File: config.mk
export PLATFORM = sky130hd
export DESIGN_NAME = proj1_cnt_stream_master
export DESIGN_NICKNAME = d
export VERILOG_FILES = /design/src/rtl/proj1_cnt_pkg.sv /design/src/rtl/proj1_beat_gen.sv /design/src/rtl/proj1_cnt_stream_master.sv
export SDC_FILE = /design/constraint.sdc
export NUM_CORES = 1
export LEC_CHECK = 0
export BUFFER_PORTS_ARGS = -buffer_cell sky130_fd_sc_hd__buf_2
export CAP_MARGIN = 20
export CORE_MARGIN = 10
export CORE_UTILIZATION = 25
export CTS_CLUSTER_SIZE = 28
export DETAILED_ROUTE_END_ITERATION = 10
export GPL_TIMING_DRIVEN = 0
export SYNTH_ARGS = -nofsm -noshare
export SYNTH_HDL_FRONTEND = slang
export SYNTH_SLANG_ARGS = --single-unit
export TNS_END_PERCENT = 100
File: constraint.sdc
create_clock -name clk -period 3.7 [get_ports clk]
set_clock_uncertainty 0.05 [all_clocks]
set_input_delay 0 -clock clk [delete_from_list [all_inputs] [get_ports clk]]
set_output_delay 0 -clock clk [all_outputs]
set_load 0.01 [all_outputs]
File: src/rtl/proj1_cnt_pkg.sv
// Shared constants for the proj1 counter stream master: FSM state encoding and count direction.
package proj1_cnt_pkg;
    typedef enum logic [2:0] {
        IDLE = 3'b001,
        RUN  = 3'b010,
        DONE = 3'b100
    } state_t;

    localparam logic MODE_UP = 1'b0;
    localparam logic MODE_DN = 1'b1;
endpackage

File: src/rtl/proj1_beat_gen.sv
// Counter datapath: latches a command, steps the data value per accepted beat and flags the last beat.
module proj1_beat_gen
    import proj1_cnt_pkg::*;
#(
    parameter int DATABIT = 7,
    parameter int CNTBIT  = 7
) (
    input  logic               clk,
    input  logic               reset_n,
    input  logic               i_load,
    input  logic               i_adv,
    input  logic [CNTBIT-1:0]  i_len,
    input  logic [DATABIT-1:0] i_start,
    input  logic [DATABIT-1:0] i_step,
    input  logic               i_mode,
    output logic [DATABIT-1:0] o_data,
    output logic               o_last
);
    logic [DATABIT-1:0] r_data;
    logic [DATABIT-1:0] r_step;
    logic [CNTBIT-1:0]  r_cnt;
    logic [CNTBIT-1:0]  r_len;
    logic               r_mode;
    logic [DATABIT-1:0] w_data_next;

    // Wraps modulo 2^DATABIT; carry and borrow are dropped by the width.
    assign w_data_next = (r_mode == MODE_UP) ? (r_data + r_step) : (r_data - r_step);

    always_ff @(posedge clk or negedge reset_n) begin
        if (!reset_n) begin
            r_data <= '0;
            r_step <= '0;
            r_cnt  <= '0;
            r_len  <= '0;
            r_mode <= MODE_UP;
        end else if (i_load) begin
            r_data <= i_start;
            r_step <= i_step;
            r_cnt  <= '0;
            r_len  <= i_len;
            r_mode <= i_mode;
        end else if (i_adv) begin
            r_cnt  <= r_cnt + CNTBIT'(1);
            r_data <= w_data_next;
        end
    end

    assign o_data = r_data;
    // Only consulted in RUN, where len is at least 1.
    assign o_last = (r_cnt == (r_len - CNTBIT'(1)));
endmodule

File: src/rtl/proj1_cnt_stream_master.sv
// Command-driven counter master: one valid/ready command in, len counter beats out, then a done pulse.
module proj1_cnt_stream_master
    import proj1_cnt_pkg::*;
#(
    parameter int DATABIT = 7,
    parameter int CNTBIT  = 7
) (
    input  logic               clk,
    input  logic               reset_n,
    input  logic               s_valid,
    output logic               s_ready,
    input  logic [CNTBIT-1:0]  s_len,
    input  logic [DATABIT-1:0] s_start,
    input  logic [DATABIT-1:0] s_step,
    input  logic               s_mode,
    output logic               m_valid,
    input  logic               m_ready,
    output logic [DATABIT-1:0] m_data,
    output logic               m_last,
    output logic               o_busy,
    output logic               o_done
);
    state_t r_state;
    logic   w_load;
    logic   w_adv;
    logic   w_last;

    assign w_load = (r_state == IDLE) && s_valid;
    // The final beat does not advance, so m_data keeps the last value after the run.
    assign w_adv  = (r_state == RUN) && m_ready && !w_last;

    always_ff @(posedge clk or negedge reset_n) begin
        if (!reset_n) begin
            r_state <= IDLE;
        end else begin
            case (r_state)
                IDLE: begin
                    if (s_valid) begin
                        r_state <= (s_len == '0) ? DONE : RUN;
                    end
                end
                RUN: begin
                    if (m_ready && w_last) begin
                        r_state <= DONE;
                    end
                end
                DONE:    r_state <= IDLE;
                default: r_state <= IDLE;
            endcase
        end
    end

    proj1_beat_gen #(
        .DATABIT (DATABIT),
        .CNTBIT  (CNTBIT)
    ) u_beat_gen (
        .clk     (clk),
        .reset_n (reset_n),
        .i_load  (w_load),
        .i_adv   (w_adv),
        .i_len   (s_len),
        .i_start (s_start),
        .i_step  (s_step),
        .i_mode  (s_mode),
        .o_data  (m_data),
        .o_last  (w_last)
    );

    assign s_ready = (r_state == IDLE);
    assign m_valid = (r_state == RUN);
    assign m_last  = (r_state == RUN) && w_last;
    assign o_busy  = (r_state == RUN);
    assign o_done  = (r_state == DONE);
endmodule

==> impl_metrics.env <==
export IMPL_clock_path_buffers=2
export IMPL_yosysTopAreaCellShare=0.397
export IMPL_synth_seq_cells=32
export IMPL_fin_crit_sh=0.707
export IMPL_syn_nets=255
export IMPL_yosys_warnings=0
export IMPL_mostFrequentLayoutCell="nand2_1"
export IMPL_cp_arrival_ps=2750
export IMPL_grt_ovfl_total=0
export IMPL_rr_endpoint="u_beat_gen.o_data[5]"
export IMPL_drtAntennaViolNets=0
export IMPL_startpoint="u_beat_gen.r_step[0]"
export IMPL_final_layout_size_suffix_gt1_frac=0.199
export IMPL_max_cap_violations=0
export IMPL_synthDistinctLibCells=46
export IMPL_worstPathRequired_ps=3830
export IMPL_mostFrequentLayoutCells="nand2_1, buf_2, dfrtp_1, dlygate4sd3_1"
export IMPL_min_to="u_beat_gen.o_data[4]"
export IMPL_p_per_area_nw_per_um2=882
export IMPL_synthFlopType="dfrtp_1"
export IMPL_reg2regPathDepth=10
export IMPL_failed_checks="hold timing"
export IMPL_antenna_found_initial=0
export IMPL_track_usage=0.0907
export IMPL_initial_core_util=0.254
export IMPL_r2r_slack_ps=1080
export IMPL_setup_viol=0
export IMPL_finalPower_w=0.00229
export IMPL_synth_area_leader_cell="dfrtp_1"
export IMPL_rsz0062_at_grt="no"
export IMPL_wl_per_cell_um=13.4
export IMPL_fmax_mhz=382
export IMPL_syn_area_per_cell_um2=8.93
export IMPL_htreeDepth=2
export IMPL_drt_wl_total_um=5200
export IMPL_drt_iter0_markers=86
export IMPL_p_leak_nw=1.19
export IMPL_synthTopCellsByArea="dfrtp_1, nand2_1, ha_1"
export IMPL_diodes=0
export IMPL_crit_path_max_fanout=3
export IMPL_r2r_start="u_beat_gen.r_step[0]"
export IMPL_slew_viol_final=0
export IMPL_min_path_cells=3
export IMPL_synth_area_um2=1960
export IMPL_cts_sinks=32
export IMPL_hpwlAfterDp_um=3910
export IMPL_fin_cells=388
export IMPL_via_per_inst=4.53
export IMPL_grt_pass1_wl_um=8610
export IMPL_clock_root_buffer="clkbuf_8"
export IMPL_outcome="finished with violations"
export IMPL_worstSetupPathType="reg2reg"
export IMPL_dieArea_um2=11800
export IMPL_io_buffers=37
export IMPL_areaGrowthSynthToFinish_pct=32.9
export IMPL_rows=32
export IMPL_synthArstFlopShare=1.00
export IMPL_drcViolationCount=0
export IMPL_worst_slew_margin_rel=0.511
export IMPL_place_inst=358
export IMPL_postLayoutCoreUtil=0.338
export IMPL_worstSkewPairLatency_ps=290
export IMPL_cts_tree="yes"
export IMPL_fillers=801
export IMPL_seq_area_frac_synth=0.410
export IMPL_core_um2=7690
export IMPL_ir_drop_mv=0.415
export IMPL_die_w_um=108
export IMPL_gp_congestion=0.792
export IMPL_holdCritStartpoint="s_start[4]"
export IMPL_synth_edf_count=0
export IMPL_die_y_um=108
export IMPL_nNetsFinal=321
export IMPL_drt_pass1_iterations=4
export IMPL_end_kind="flip-flop"
export IMPL_startpoint_type="flip-flop"
export IMPL_cts_buffers=5
export IMPL_cts_resized=0
export IMPL_final_hold_violation_count=1
export IMPL_grt_start_max_net_pins=33
export IMPL_via_count=1758
export IMPL_tns_ps=0
export IMPL_clk_pin_slew_ps=80
export IMPL_post_cts_repair_setup_buffers=0
export IMPL_synthesis_instances=219
export IMPL_io_pins=38
export IMPL_grt_pass1_vias=1784
export IMPL_hp_class="in2reg"
export IMPL_hold_slack_ps=-13.0
export IMPL_tightestPinTransition_ps=734
export IMPL_min_period_ps=2620
-- cell usage after synthesis (2+ instances only) --
cell type / count
mux2i_1: 5
nor3_1: 5
o31ai_1: 3
clkbuf_1: 5
xor2_1: 6
o21ai_0: 13
xnor2_1: 10
or3_1: 3
or4_1: 3
dfrtp_1: 31
and2_1: 2
nand3_1: 7
nor3b_1: 4
nor2_1: 11
a21oi_1: 9
ha_1: 9
nand2_1: 45
a31oi_1: 3
inv_1: 13
o211ai_1: 2
nor3_2: 2
o22ai_1: 4
-- flip-flops by register name, indices dropped and copies added (netlist names) --
| register | count |
|---|---|
| u_beat_gen.o_data | 7 |
| u_beat_gen.r_cnt | 7 |
| u_beat_gen.r_len | 7 |
| u_beat_gen.r_step | 7 |
| r_state | 3 |
| u_beat_gen.r_mode | 1 |
-- how the worst max path moves through the flow --
stage / endpoint / slack (ps) / cells past startpoint
after floorplan: u_beat_gen.o_data[5] / 1430 / 10
after global placement: u_beat_gen.o_data[5] / 1190 / 10
after detailed placement: u_beat_gen.o_data[5] / 1120 / 10
after CTS: u_beat_gen.o_data[5] / 1070 / 10
after global routing: u_beat_gen.o_data[5] / 870 / 10
final: u_beat_gen.o_data[5] / 1080 / 10
-- power by group --
part	switching, W	total (W)	internal, W
Sequential	0.000138	0.000627	0.000489
Clock	0.000144	0.000343	0.000199
Combinational	0.000716	0.00132	0.000606
Total	0.000998	0.00229	0.00129
-- worst max-delay path, cell delays in order, from the launching register on --
cell      delay, ps
dfrtp_1         370
inv_1            90
ha_1            290
mux2i_1         250
ha_1            290
nor2b_1         120
o21ai_0         220
a21boi_0        200
o211ai_1        200
nand3_1         100
a221o_1         330
-- timing repair --
item	CTS	global route
hold buffers	22	0
endpoints found under the hold margin	52	0
endpoints found under the setup margin	0	0
-- layer usage --
| metal | up-vias | part of all wire | GRT usage | wire [um] |
|---|---|---|---|---|
| li1 | 890 | - | - | - |
| met1 | 834 | 0.45 | 0.102 | 2320 |
| met2 | 32 | 0.51 | 0.163 | 2670 |
| met3 | 2 | 0.039 | 0.0280 | 203 |
| met4 | 0 | 0.0017 | 0.0226 | 9 |
| met5 | - | 0 | 0 | 0 |
-- cells by family after synthesis --
| family | Yosys count | synth area share |
|---|---|---|
| compound gates | 43 | 0.143 |
| xor+xnor | 16 | 0.0717 |
| fa+ha+maj | 10 | 0.0678 |
| buf+inv | 22 | 0.0544 |
| flops | 32 | 0.410 |
| mux | 6 | 0.0314 |
| simple gates | 90 | 0.221 |
-- metrics by stage --
step                      setup WS, ps  instance area (um2)
after global routing               872                 2600
after global placement            1190                 2270
final                             1080                 2600
after CTS                         1070                 2600
after detailed placement          1120                 2270
after floorplan                   1430                 1960
-- area by class of cell --
type,count,area (um2),share of cell area
timing repair buffer,59,405,0.156
clock inverter,3,42.5,0.0164
tap,102,128,0.0491
multi-input combinational,165,1050,0.403
buffer,9,57.6,0.0221
sequential,32,802,0.308
clock buffer,5,68.8,0.0265
inverter,13,48.8,0.0188
Power figures use the tool's default switching activity.
